## src/rtl/msrv32_pkg.sv

```systemverilog
// rtl/msrv32_pkg.sv - shared instruction constants, field positions and opcode enum
package msrv32_pkg;

    localparam logic [31:0] NOP_INSTR = 32'h0000_0013;

    localparam int OPCODE_LSB = 0;
    localparam int OPCODE_MSB = 6;
    localparam int RD_LSB     = 7;
    localparam int RD_MSB     = 11;
    localparam int FUNCT3_LSB = 12;
    localparam int FUNCT3_MSB = 14;
    localparam int RS1_LSB    = 15;
    localparam int RS1_MSB    = 19;
    localparam int RS2_LSB    = 20;
    localparam int RS2_MSB    = 24;
    localparam int FUNCT7_LSB = 25;
    localparam int FUNCT7_MSB = 31;
    localparam int CSR_LSB    = 20;
    localparam int CSR_MSB    = 31;

    typedef enum logic [6:0] {
        OP_LUI    = 7'b0110111,
        OP_AUIPC  = 7'b0010111,
        OP_JAL    = 7'b1101111,
        OP_JALR   = 7'b1100111,
        OP_BRANCH = 7'b1100011,
        OP_LOAD   = 7'b0000011,
        OP_STORE  = 7'b0100011,
        OP_IMM    = 7'b0010011,
        OP_REG    = 7'b0110011,
        OP_FENCE  = 7'b0001111,
        OP_SYSTEM = 7'b1110011
    } opcode_e;

endpackage

```

## src/rtl/msrv32_instr_queue_mux_if.sv

```systemverilog
// rtl/msrv32_instr_queue_mux_if.sv - fetch-side and decode-side handshake bundle
interface msrv32_instr_queue_mux_if #(
    parameter int XLEN = 32,
    parameter int CW   = 3
);
    logic [31:0]     instr_in;
    logic [XLEN-1:0] pc_in;
    logic            instr_valid_in;
    logic            instr_ready_out;
    logic            dec_valid_out;
    logic            dec_ready_in;
    logic [XLEN-1:0] pc_out;
    logic [6:0]      opcode_out;
    logic [4:0]      rdaddr_out;
    logic [2:0]      funct3_out;
    logic [4:0]      rs1addr_out;
    logic [4:0]      rs2addr_out;
    logic [6:0]      funct7_out;
    logic [11:0]     csr_addr_out;
    logic [31:7]     instr_out;
    logic [CW-1:0]   count_out;

    modport master (
        output instr_in, pc_in, instr_valid_in, dec_ready_in,
        input  instr_ready_out, dec_valid_out, pc_out, opcode_out, rdaddr_out,
               funct3_out, rs1addr_out, rs2addr_out, funct7_out, csr_addr_out,
               instr_out, count_out
    );

    modport slave (
        input  instr_in, pc_in, instr_valid_in, dec_ready_in,
        output instr_ready_out, dec_valid_out, pc_out, opcode_out, rdaddr_out,
               funct3_out, rs1addr_out, rs2addr_out, funct7_out, csr_addr_out,
               instr_out, count_out
    );
endinterface

```

## src/rtl/msrv32_instr_field_split.sv

```systemverilog
// rtl/msrv32_instr_field_split.sv - combinational slicing of an instruction into fields
module msrv32_instr_field_split
    import msrv32_pkg::*;
#(
    parameter logic [31:0] NOP = NOP_INSTR
) (
    input  logic [31:0] instr_in,
    input  logic        force_nop_in,
    output logic [6:0]  opcode_out,
    output logic [4:0]  rdaddr_out,
    output logic [2:0]  funct3_out,
    output logic [4:0]  rs1addr_out,
    output logic [4:0]  rs2addr_out,
    output logic [6:0]  funct7_out,
    output logic [11:0] csr_addr_out,
    output logic [31:7] instr_out
);
    logic [31:0] sel;

    // Substitute the NOP so decode sees a harmless instruction when nothing is valid
    always_comb begin
        sel          = force_nop_in ? NOP : instr_in;
        opcode_out   = sel[OPCODE_MSB:OPCODE_LSB];
        rdaddr_out   = sel[RD_MSB:RD_LSB];
        funct3_out   = sel[FUNCT3_MSB:FUNCT3_LSB];
        rs1addr_out  = sel[RS1_MSB:RS1_LSB];
        rs2addr_out  = sel[RS2_MSB:RS2_LSB];
        funct7_out   = sel[FUNCT7_MSB:FUNCT7_LSB];
        csr_addr_out = sel[CSR_MSB:CSR_LSB];
        instr_out    = sel[31:7];
    end
endmodule

```

## src/rtl/msrv32_instr_queue_mux.sv

```systemverilog
// rtl/msrv32_instr_queue_mux.sv - fetch-to-decode instruction queue with field split
module msrv32_instr_queue_mux
    import msrv32_pkg::*;
#(
    parameter int          DEPTH = 4,
    parameter int          XLEN  = 32,
    parameter logic [31:0] NOP   = NOP_INSTR
) (
    input  logic                     ms_riscv32_mp_clk_in,
    input  logic                     ms_riscv32_mp_rst_n_in,
    input  logic                     flush_in,
    msrv32_instr_queue_mux_if.slave  bus
);
    localparam int PW = $clog2(DEPTH);
    localparam int CW = $clog2(DEPTH + 1);

    logic [PW-1:0]   wr_ptr_q, wr_ptr_d;
    logic [PW-1:0]   rd_ptr_q, rd_ptr_d;
    logic [CW-1:0]   count_q, count_d;
    logic [XLEN-1:0] mem_pc_q    [DEPTH];
    logic [31:0]     mem_instr_q [DEPTH];
    logic            full, empty, head_valid, enq, deq;

    // Handshake qualification; flush masks both sides so nothing moves that cycle
    always_comb begin
        full                = (count_q == CW'(DEPTH));
        empty               = (count_q == '0);
        head_valid          = !empty && !flush_in;
        enq                 = bus.instr_valid_in && !full && !flush_in;
        deq                 = head_valid && bus.dec_ready_in;
        bus.instr_ready_out = !full && !flush_in;
        bus.dec_valid_out   = head_valid;
        bus.pc_out          = head_valid ? mem_pc_q[rd_ptr_q] : '0;
        bus.count_out       = count_q;
    end

    // Pointer and occupancy update; the count is kept independently of the pointers
    always_comb begin
        wr_ptr_d = wr_ptr_q;
        rd_ptr_d = rd_ptr_q;
        count_d  = count_q;
        if (flush_in) begin
            wr_ptr_d = '0;
            rd_ptr_d = '0;
            count_d  = '0;
        end else begin
            if (enq) wr_ptr_d = wr_ptr_q + PW'(1);
            if (deq) rd_ptr_d = rd_ptr_q + PW'(1);
            case ({enq, deq})
                2'b10:   count_d = count_q + CW'(1);
                2'b01:   count_d = count_q - CW'(1);
                default: count_d = count_q;
            endcase
        end
    end

    // Control state register
    always_ff @(posedge ms_riscv32_mp_clk_in or negedge ms_riscv32_mp_rst_n_in) begin
        if (!ms_riscv32_mp_rst_n_in) begin
            wr_ptr_q <= '0;
            rd_ptr_q <= '0;
            count_q  <= '0;
        end else begin
            wr_ptr_q <= wr_ptr_d;
            rd_ptr_q <= rd_ptr_d;
            count_q  <= count_d;
        end
    end

    // Entry storage; not reset since occupancy alone decides what is valid
    always_ff @(posedge ms_riscv32_mp_clk_in) begin
        if (enq) begin
            mem_pc_q[wr_ptr_q]    <= bus.pc_in;
            mem_instr_q[wr_ptr_q] <= bus.instr_in;
        end
    end

    msrv32_instr_field_split #(.NOP(NOP)) u_field_split (
        .instr_in     (mem_instr_q[rd_ptr_q]),
        .force_nop_in (!head_valid),
        .opcode_out   (bus.opcode_out),
        .rdaddr_out   (bus.rdaddr_out),
        .funct3_out   (bus.funct3_out),
        .rs1addr_out  (bus.rs1addr_out),
        .rs2addr_out  (bus.rs2addr_out),
        .funct7_out   (bus.funct7_out),
        .csr_addr_out (bus.csr_addr_out),
        .instr_out    (bus.instr_out)
    );
endmodule
```

## src/flat_wrapper.sv

```systemverilog
// flat-port wrapper written by rule: the top's interface ports become plain ports
module msrv32_instr_queue_mux_flat import msrv32_pkg::*;
#(
    parameter int          DEPTH = 4,
    parameter int          XLEN  = 32,
    parameter logic [31:0] NOP   = NOP_INSTR
)
  (ms_riscv32_mp_clk_in, ms_riscv32_mp_rst_n_in, flush_in, bus_instr_in, bus_pc_in, bus_instr_valid_in, bus_dec_ready_in, bus_instr_ready_out, bus_dec_valid_out, bus_pc_out, bus_opcode_out, bus_rdaddr_out, bus_funct3_out, bus_rs1addr_out, bus_rs2addr_out, bus_funct7_out, bus_csr_addr_out, bus_instr_out, bus_count_out);
  msrv32_instr_queue_mux_if #(.XLEN(XLEN)) bus_i ();
  input  logic ms_riscv32_mp_clk_in;
  input  logic ms_riscv32_mp_rst_n_in;
  input  logic flush_in;
  input wire logic [$bits(bus_i.instr_in)-1:0] bus_instr_in;
  input wire logic [$bits(bus_i.pc_in)-1:0] bus_pc_in;
  input wire logic [$bits(bus_i.instr_valid_in)-1:0] bus_instr_valid_in;
  input wire logic [$bits(bus_i.dec_ready_in)-1:0] bus_dec_ready_in;
  output wire logic [$bits(bus_i.instr_ready_out)-1:0] bus_instr_ready_out;
  output wire logic [$bits(bus_i.dec_valid_out)-1:0] bus_dec_valid_out;
  output wire logic [$bits(bus_i.pc_out)-1:0] bus_pc_out;
  output wire logic [$bits(bus_i.opcode_out)-1:0] bus_opcode_out;
  output wire logic [$bits(bus_i.rdaddr_out)-1:0] bus_rdaddr_out;
  output wire logic [$bits(bus_i.funct3_out)-1:0] bus_funct3_out;
  output wire logic [$bits(bus_i.rs1addr_out)-1:0] bus_rs1addr_out;
  output wire logic [$bits(bus_i.rs2addr_out)-1:0] bus_rs2addr_out;
  output wire logic [$bits(bus_i.funct7_out)-1:0] bus_funct7_out;
  output wire logic [$bits(bus_i.csr_addr_out)-1:0] bus_csr_addr_out;
  output wire logic [$bits(bus_i.instr_out)-1:0] bus_instr_out;
  output wire logic [$bits(bus_i.count_out)-1:0] bus_count_out;
  assign bus_i.instr_in = bus_instr_in;
  assign bus_i.pc_in = bus_pc_in;
  assign bus_i.instr_valid_in = bus_instr_valid_in;
  assign bus_i.dec_ready_in = bus_dec_ready_in;
  assign bus_instr_ready_out = bus_i.instr_ready_out;
  assign bus_dec_valid_out = bus_i.dec_valid_out;
  assign bus_pc_out = bus_i.pc_out;
  assign bus_opcode_out = bus_i.opcode_out;
  assign bus_rdaddr_out = bus_i.rdaddr_out;
  assign bus_funct3_out = bus_i.funct3_out;
  assign bus_rs1addr_out = bus_i.rs1addr_out;
  assign bus_rs2addr_out = bus_i.rs2addr_out;
  assign bus_funct7_out = bus_i.funct7_out;
  assign bus_csr_addr_out = bus_i.csr_addr_out;
  assign bus_instr_out = bus_i.instr_out;
  assign bus_count_out = bus_i.count_out;
  msrv32_instr_queue_mux #(.DEPTH(DEPTH), .XLEN(XLEN), .NOP(NOP)) u_core (.ms_riscv32_mp_clk_in(ms_riscv32_mp_clk_in), .ms_riscv32_mp_rst_n_in(ms_riscv32_mp_rst_n_in), .flush_in(flush_in), .bus(bus_i));
endmodule
```

## config.mk

```make
export PLATFORM = sky130hd
export DESIGN_NAME = msrv32_instr_queue_mux_flat
export DESIGN_NICKNAME = d
export VERILOG_FILES = /design/src/rtl/msrv32_pkg.sv /design/src/rtl/msrv32_instr_queue_mux_if.sv /design/src/rtl/msrv32_instr_field_split.sv /design/src/rtl/msrv32_instr_queue_mux.sv /design/src/flat_wrapper.sv
export SDC_FILE = /design/constraint.sdc
export NUM_CORES = 1
export LEC_CHECK = 0
export BUFFER_PORTS_ARGS = -buffer_cell sky130_fd_sc_hd__buf_2
export CAP_MARGIN = 5
export CORE_MARGIN = 1
export CORE_UTILIZATION = 34
export CTS_CLUSTER_DIAMETER = 100
export DETAILED_ROUTE_END_ITERATION = 6
export PLACE_DENSITY = 0.57
export SLEW_MARGIN = 10
export SYNTH_ARGS = -nofsm -noshare
export SYNTH_HDL_FRONTEND = slang
export SYNTH_SLANG_ARGS = --single-unit
```

## constraint.sdc

```tcl
create_clock -name ms_riscv32_mp_clk_in -period 3.2 [get_ports ms_riscv32_mp_clk_in]
set_input_delay 0.48 -clock ms_riscv32_mp_clk_in [delete_from_list [all_inputs] [get_ports ms_riscv32_mp_clk_in]]
set_output_delay 0.48 -clock ms_riscv32_mp_clk_in [all_outputs]
set_load 0.005 [all_outputs]
```

==> metrics.csv, run 1 <==
metric;value;unit
die_w;178;um
cts_root_buf;clkbuf_16;
required;2720;ps
startpoint;u_core.rd_ptr_q[0]$_DFFE_PN0P_;
power_frac_clock;38.3;%
ant_nets;0;
switchingPower;1.67;mW
dr.pass1.iters;4;
ff2ff_setup_slack;790;ps
tightest_slew;468;ps
fin_worst_skew;9.67;ps
antenna_found_initial;4;
rsz0062_at_grt;no;
grt_pass1_wl;31400;um
fillers;2676;
place_area;0.0116;mm2
maxSlewHeadroom;68.0;%
r2r-start;u_core.bus.count_out[0]$_DFFE_PN0P_;
cap_viol_max_count;0;
route.detailed.wl_per_inst;19.0;um
status;completed;
vias;5100;
grt_pass1_vias;5564;
overflow;0;
crit_chain;buf_4 -> mux4_2 -> and2_1 -> buf_2;
rr_endpoint;u_core.mem_instr_q[3][9]$_DFFE_PP_;
worstSkewPairLatency;520;ps
p_comb_share;10.9;%
via_per_inst;4.73;
p_leak;4.42;nW
totalWireLength;20500;um
cpPeakStageDelay;580;ps
grt_max_degree;43;
ctsHoldBuffers;1;
track_usage;13.2;%
clk_path_buf_depth;3;
criticalPathCategory;reg -> out;
setup_viol;0;
slew_violations;0;
critPathMaxFanout;18;
cp.arrival;2420;ps
fin_crit;2900;ps
vdd_ir_drop_max;0.370;mV
finalNetCount;742;
ys_ff_latch;263;
start_util;35.0;%
gp_congestion;0.695;
design_area;0.0125;mm2
synth-async-reset-ratio;2.66;%
ys_warn_count;0;
ys.flop_type;edfxtp_1;
switching_share;21.4;%
dieArea;0.0316;mm2
yosysSeqAreaShare;74.9;%
cp-start-kind;flop;
die_h;178;um
syn2layout_area_growth;19.1;%
crit_end;bus_funct7_out[6];
crit_family;flip-flops;
crit_cells;4;
io_buffers;174;
powerDensity;626;mW/mm2
fin_crit_sh;90.7;%
synthCells;510;
final.setup.tns;0;ps
post_cts_resized;0;
p_int;6.15;mW
hold_viol;0;
cts_tree;yes;
hp-class;in -> reg;
worstRegToRegCells;4;
num_rows;63;
cp.buffers_inverters;2;
seqPwrFrac;50.8;%
end_kind;primary output;
cts_sinks;263;
hpwl;12800;um
fmax;345;MHz
path_clk_slew;60;ps
core;0.0300;mm2
synth_area;0.0105;mm2
syn_avg_cell_area;20.6;um2
synth_nets;584;
synth_edf_count;256;
drc;0;
io_pins;175;
drive_above_1_share;43.3;%
slowest_stage;dfrtp_4;
ys_types;33;
postCtsSetupBuffers;0;
htree_levels;1;
drt_first_iter_violations;244;
numCtsBuffers;28;
## registers in the layout, indices dropped and copies added, names as in the netlist
signal                cells
u_core.mem_instr_q      128
u_core.rd_ptr_q           2
u_core.bus.count_out      3
u_core.mem_pc_q         128
u_core.wr_ptr_q           2
## metrics by stage
step / power, mW / setup slack (ps) / util, % / hold slack (ps) / instances
6_report: 7.83 / 298 / 41.6 / 165 / 1079
5_1_grt: 8.15 / 132 / 41.6 / 144 / 1077
4_1_cts: 7.96 / 212 / 41.6 / 136 / 1076
3_5_place_dp: 4.93 / 676 / 38.7 / 336 / 1027
3_3_place_gp: 4.91 / 792 / 38.7 / 326 / 1027
2_1_floorplan: 4.63 / 216 / - / 184 / 510
## power groups by stage
stage | clock network (mW) | logic, mW | registers (mW)
floorplan | 0 | 0.618 | 4.01
global placement | 0 | 0.870 | 4.04
detailed placement | 0 | 0.881 | 4.05
CTS | 3.10 | 0.886 | 3.98
global route | 3.21 | 0.952 | 3.99
finish | 3.00 | 0.855 | 3.97
## layout by cell type, fill, tap and decap left out, drive strengths merged, types with 3 or more instances in the layout
cell type	synthesis	routed
ha	4	4
nor2	8	8
edfxtp	256	256
xor2	3	3
mux4	64	64
diode	0	3
or3	4	4
clkbuf	9	38
nand3	3	3
nand2	4	4
dfrtp	7	7
buf	53	189
inv	4	4
a21oi	6	6
clkinv	0	8
and2	65	65
o21ai	3	3
## Yosys cell counts (3+ instances only)
| cell | count | share of area (%) |
|---|---|---|
| edfxtp_1 | 256 | 73 |
| and2_1 | 65 | 3.9 |
| mux4_2 | 64 | 14 |
| buf_4 | 37 | 2.6 |
| buf_2 | 11 | 0.52 |
| clkbuf_1 | 9 | 0.32 |
| dfrtp_1 | 7 | 1.7 |
| nor2_1 | 7 | 0.25 |
| a21oi_1 | 6 | 0.29 |
| buf_6 | 5 | 0.54 |
| ha_1 | 4 | 0.48 |
| inv_1 | 4 | 0.14 |
| nand2_1 | 4 | 0.14 |
| or3_1 | 4 | 0.24 |
| nand3_1 | 3 | 0.14 |
| o21ai_0 | 3 | 0.14 |
| xor2_1 | 3 | 0.25 |
## worst min path at each step
stage                                       from                             endpoint  slack, ps  cells after the start
after global placement    ms_riscv32_mp_rst_n_in  u_core.bus.count_out[0]$_DFFE_PN0P_        330                      1
after floorplan           ms_riscv32_mp_rst_n_in  u_core.bus.count_out[0]$_DFFE_PN0P_        180                      0
after CTS                          bus_pc_in[16]     u_core.mem_pc_q[3][16]$_DFFE_PP_        140                      1
final                              bus_pc_in[16]     u_core.mem_pc_q[3][16]$_DFFE_PP_        170                      1
after detailed placement  ms_riscv32_mp_rst_n_in  u_core.bus.count_out[1]$_DFFE_PN0P_        340                      1
after global routing             bus_instr_in[4]   u_core.mem_instr_q[2][4]$_DFFE_PP_        140                      1
## layer usage
layer / GRT usage (%) / up-vias / routed length [um] / share of wire, %
li1: - / 2299 / - / -
met1: 15.6 / 2595 / 8280 / 40
met2: 23.7 / 165 / 10600 / 52
met3: 2.89 / 37 / 1080 / 5.3
met4: 4.24 / 4 / 498 / 2.4
met5: 0 / - / 23 / 0.11
## worst register-to-register path: cells and delay by family (launching register included)
kind / cells / cell delay, ps
buffers and inverters: 1 / 340
and+or+nand+nor: 3 / 1200
DFF: 1 / 550
## cell type report
cell class / instances / area, um2 / share of cell area, %
diodes: 3 / 7.51 / 0.0600
repair buffers: 190 / 1060 / 8.44
clock buffers: 38 / 759 / 6.07
multi-input cells: 181 / 2220 / 17.7
clock inverters: 10 / 95.1 / 0.760
well taps: 390 / 488 / 3.90
inverters: 4 / 15.0 / 0.120
flip-flops and latches: 263 / 7870 / 62.9
## logic make-up (layout without fill, tap and decap cells)
| kind of cell | Yosys count | in the layout | synth area share (%) |
|---|---|---|---|
| DFF | 263 | 263 | 74.9 |
| and+or+nand+nor | 94 | 94 | 5.40 |
| buffers and inverters | 66 | 242 | 4.17 |
| muxes | 64 | 64 | 13.7 |
| AOI/OAI and AO/OA | 13 | 13 | 0.762 |
| adders and majority gates | 5 | 5 | 0.667 |
| xor gates and xnor gates | 5 | 5 | 0.417 |
| other | 0 | 3 | 0 |
Note: power is estimated with default switching activity, not from simulation.
==> run 2: changes to the inputs <==
--- a/config.mk
+++ b/config.mk
@@ -11,6 +11,7 @@
 export CORE_UTILIZATION = 34
 export CTS_CLUSTER_DIAMETER = 100
 export DETAILED_ROUTE_END_ITERATION = 6
+export GPL_TIMING_DRIVEN = 0
 export PLACE_DENSITY = 0.57
 export SLEW_MARGIN = 10
 export SYNTH_ARGS = -nofsm -noshare
==> run 2 against run 1 <==
Core utilization grew 1.3 points. Die area stayed put. First-iteration DRC count is 36% higher. Count of clock-buffer cells in the layout down 3. Sequential power about the same. Hold slack lost 17 ps. Critical path type unchanged. Largest cell class unchanged.
==> metrics.csv, run 2 (synthesis gave the netlist of run 1 again) <==
metric;value;unit;change
totalWireLength;21400;um;+4.4%
drive_above_1_share;46.2;%;+2.9 points
fin_crit;2980;ps;+75.7 ps
ff2ff_setup_slack;600;ps;-190 ps
num_rows;63;;unchanged
fin_worst_skew;19.6;ps;+9.95 ps
drt_first_iter_violations;332;;+36%
dr.pass1.iters;6;;+2
via_per_inst;4.74;;+0.26%
crit_cells;6;;+2
criticalPathCategory;reg -> out;;
grt_pass1_vias;5747;;+3.3%
cpPeakStageDelay;520;ps;-60 ps
finalNetCount;794;;+7.0%
die_w;178;um;unchanged
maxSlewHeadroom;51.0;%;-17 points
io_pins;175;;unchanged
grt_max_degree;46;;+7.0%
hp-class;in -> reg;;
grt_pass1_wl;32700;um;+3.9%
cts_sinks;263;;unchanged
crit_end;bus_instr_out[19];;
antenna_found_initial;3;;-1
cap_viol_max_count;0;;unchanged
status;completed;;
critPathMaxFanout;10;;-8
finish.cell_count_without_fillers;1134;;+5.1%
core;0.0300;mm2;unchanged
gp_congestion;0.768;;+11%
crit_family;buffers and inverters;;
vdd_ir_drop_max;0.441;mV;+19%
worstSkewPairLatency;540;ps;+20 ps
startpoint;u_core.rd_ptr_q[0]$_DFFE_PN0P_;;
numCtsBuffers;29;;+3.6%
worstRegToRegCells;8;;+4
cts_root_buf;clkbuf_16;;
start_util;35.0;%;unchanged
syn2layout_area_growth;22.9;%;
setup_viol;0;;unchanged
slowest_stage;mux4_2;;
p_leak;4.70;nW;+6.2%
htree_levels;1;;unchanged
rsz0062_at_grt;no;;
track_usage;13.8;%;+0.61 points
crit_chain;buf_6 -> buf_6 -> mux4_2 -> and2_1 -> buf_4 -> buf_2;;
end_kind;primary output;;
tightest_slew;735;ps;+267 ps
dieArea;0.0316;mm2;unchanged
postCtsSetupBuffers;0;;unchanged
cts_tree;yes;;
final_common_cell;edfxtp_1;;
vias;5374;;+5.4%
r2r-start;u_core.bus.count_out[0]$_DFFE_PN0P_;;
fmax;336;MHz;-2.5%
path_clk_slew;60;ps;about the same
powerDensity;625;mW/mm2;about the same
overflow;0;;unchanged
drc;0;;unchanged
hpwl;13200;um;+3.0%
placed_cells;1078;;+5.0%
required;2720;ps;about the same
fin_crit_sh;93.0;%;+2.4 points
ant_nets;0;;unchanged
slew_violations;0;;unchanged
final_cell_mix;edfxtp_1, buf_2, mux4_2;;
final.setup.tns;0;ps;unchanged
cp.buffers_inverters;4;;+2
clk_path_buf_depth;3;;unchanged
io_buffers;174;;unchanged
route.detailed.wl_per_inst;18.8;um;-0.67%
cp.arrival;2500;ps;+80 ps
fillers;2640;;-1.3%
rr_endpoint;u_core.bus.count_out[1]$_DFFE_PN0P_;;
die_h;178;um;unchanged
cp-start-kind;flop;;
hold_viol;0;;unchanged
cpMostUsedCell;buf_6;;
run 2: cell count changes in the layout (fill, tap and decap cells not counted), moves of 4 or more:
cell / before / now
clkbuf_1: 9 / 15
buf_4: 10 / 37
buf_16: 0 / 4
buf_12: 5 / 0
buf_2: 174 / 185
buf_6: 0 / 5
run 2: through the flow:
stage / util (%) / area, um2 / power, mW / setup WS [ps] / hold slack, ps
3_3_place_gp: 39.5 / 11900 / 4.99 / -1360 / 319
6_report: 43.0 / 12900 / 8.07 / 222 / 148
2_1_floorplan: - / 10500 / 4.63 / 216 / 184
5_1_grt: 43.0 / 12900 / 8.41 / 64.7 / 125
3_5_place_dp: 39.9 / 12000 / 5.02 / 386 / 329
4_1_cts: 43.0 / 12900 / 8.21 / 123 / 106
run 2: worst reg2reg max path, cell delays in order (launching register included):
cell,delay (ps)
dfrtp_1,410
buf_2,180
nor3_2,360
nor2_4,150
clkbuf_1,300
o211a_1,230
fa_1,520
a21oi_1,80
nor4_1,260
run 2: timing repair:
item	4_1_cts	5_1_grt
hold buffers	1	0
endpoints found under the setup margin	14	0
gates resized for setup	1	0
endpoints found under the hold margin	7	0
run 2: power breakdown:
group / internal (mW) / switching (mW) / leakage, nW
clock: 1.83 / 1.31 / 0.439
sequential: 3.91 / 0.0359 / 2.42
combinational: 0.509 / 0.466 / 1.84
run 2: how the worst min path moves through the flow:
stage,start,endpoint,slack [ps],cells after the start
after detailed placement,ms_riscv32_mp_rst_n_in,u_core.bus.count_out[2]$_DFFE_PN0P_,330,1
after global placement,ms_riscv32_mp_rst_n_in,u_core.bus.count_out[2]$_DFFE_PN0P_,320,1
after CTS,bus_pc_in[25],u_core.mem_pc_q[2][25]$_DFFE_PP_,110,1
after floorplan,ms_riscv32_mp_rst_n_in,u_core.bus.count_out[0]$_DFFE_PN0P_,180,0
after global routing,bus_pc_in[20],u_core.mem_pc_q[2][20]$_DFFE_PP_,120,1
final,bus_pc_in[25],u_core.mem_pc_q[2][25]$_DFFE_PP_,150,1
run 2: cell type report:
type	count	area (um2)	share of cell area [%]
flip-flops and latches	263	7860	60.9
multi-input cells	181	2220	17.2
repair buffers	179	991	7.68
clock buffers	35	748	5.80
well taps	390	488	3.78
plain buffers	62	423	3.28
clock inverters	19	159	1.23
inverters	4	15.0	0.116
diodes	1	2.50	0.0194
run 2: routing by layer:
metal	up-vias	global-route usage (%)	part of all wire, %
li1	2417	-	-
met2	166	25.0	52
met3	36	3.34	6.3
met5	-	0	0.18
met4	6	3.24	1.8
met1	2749	16.4	40
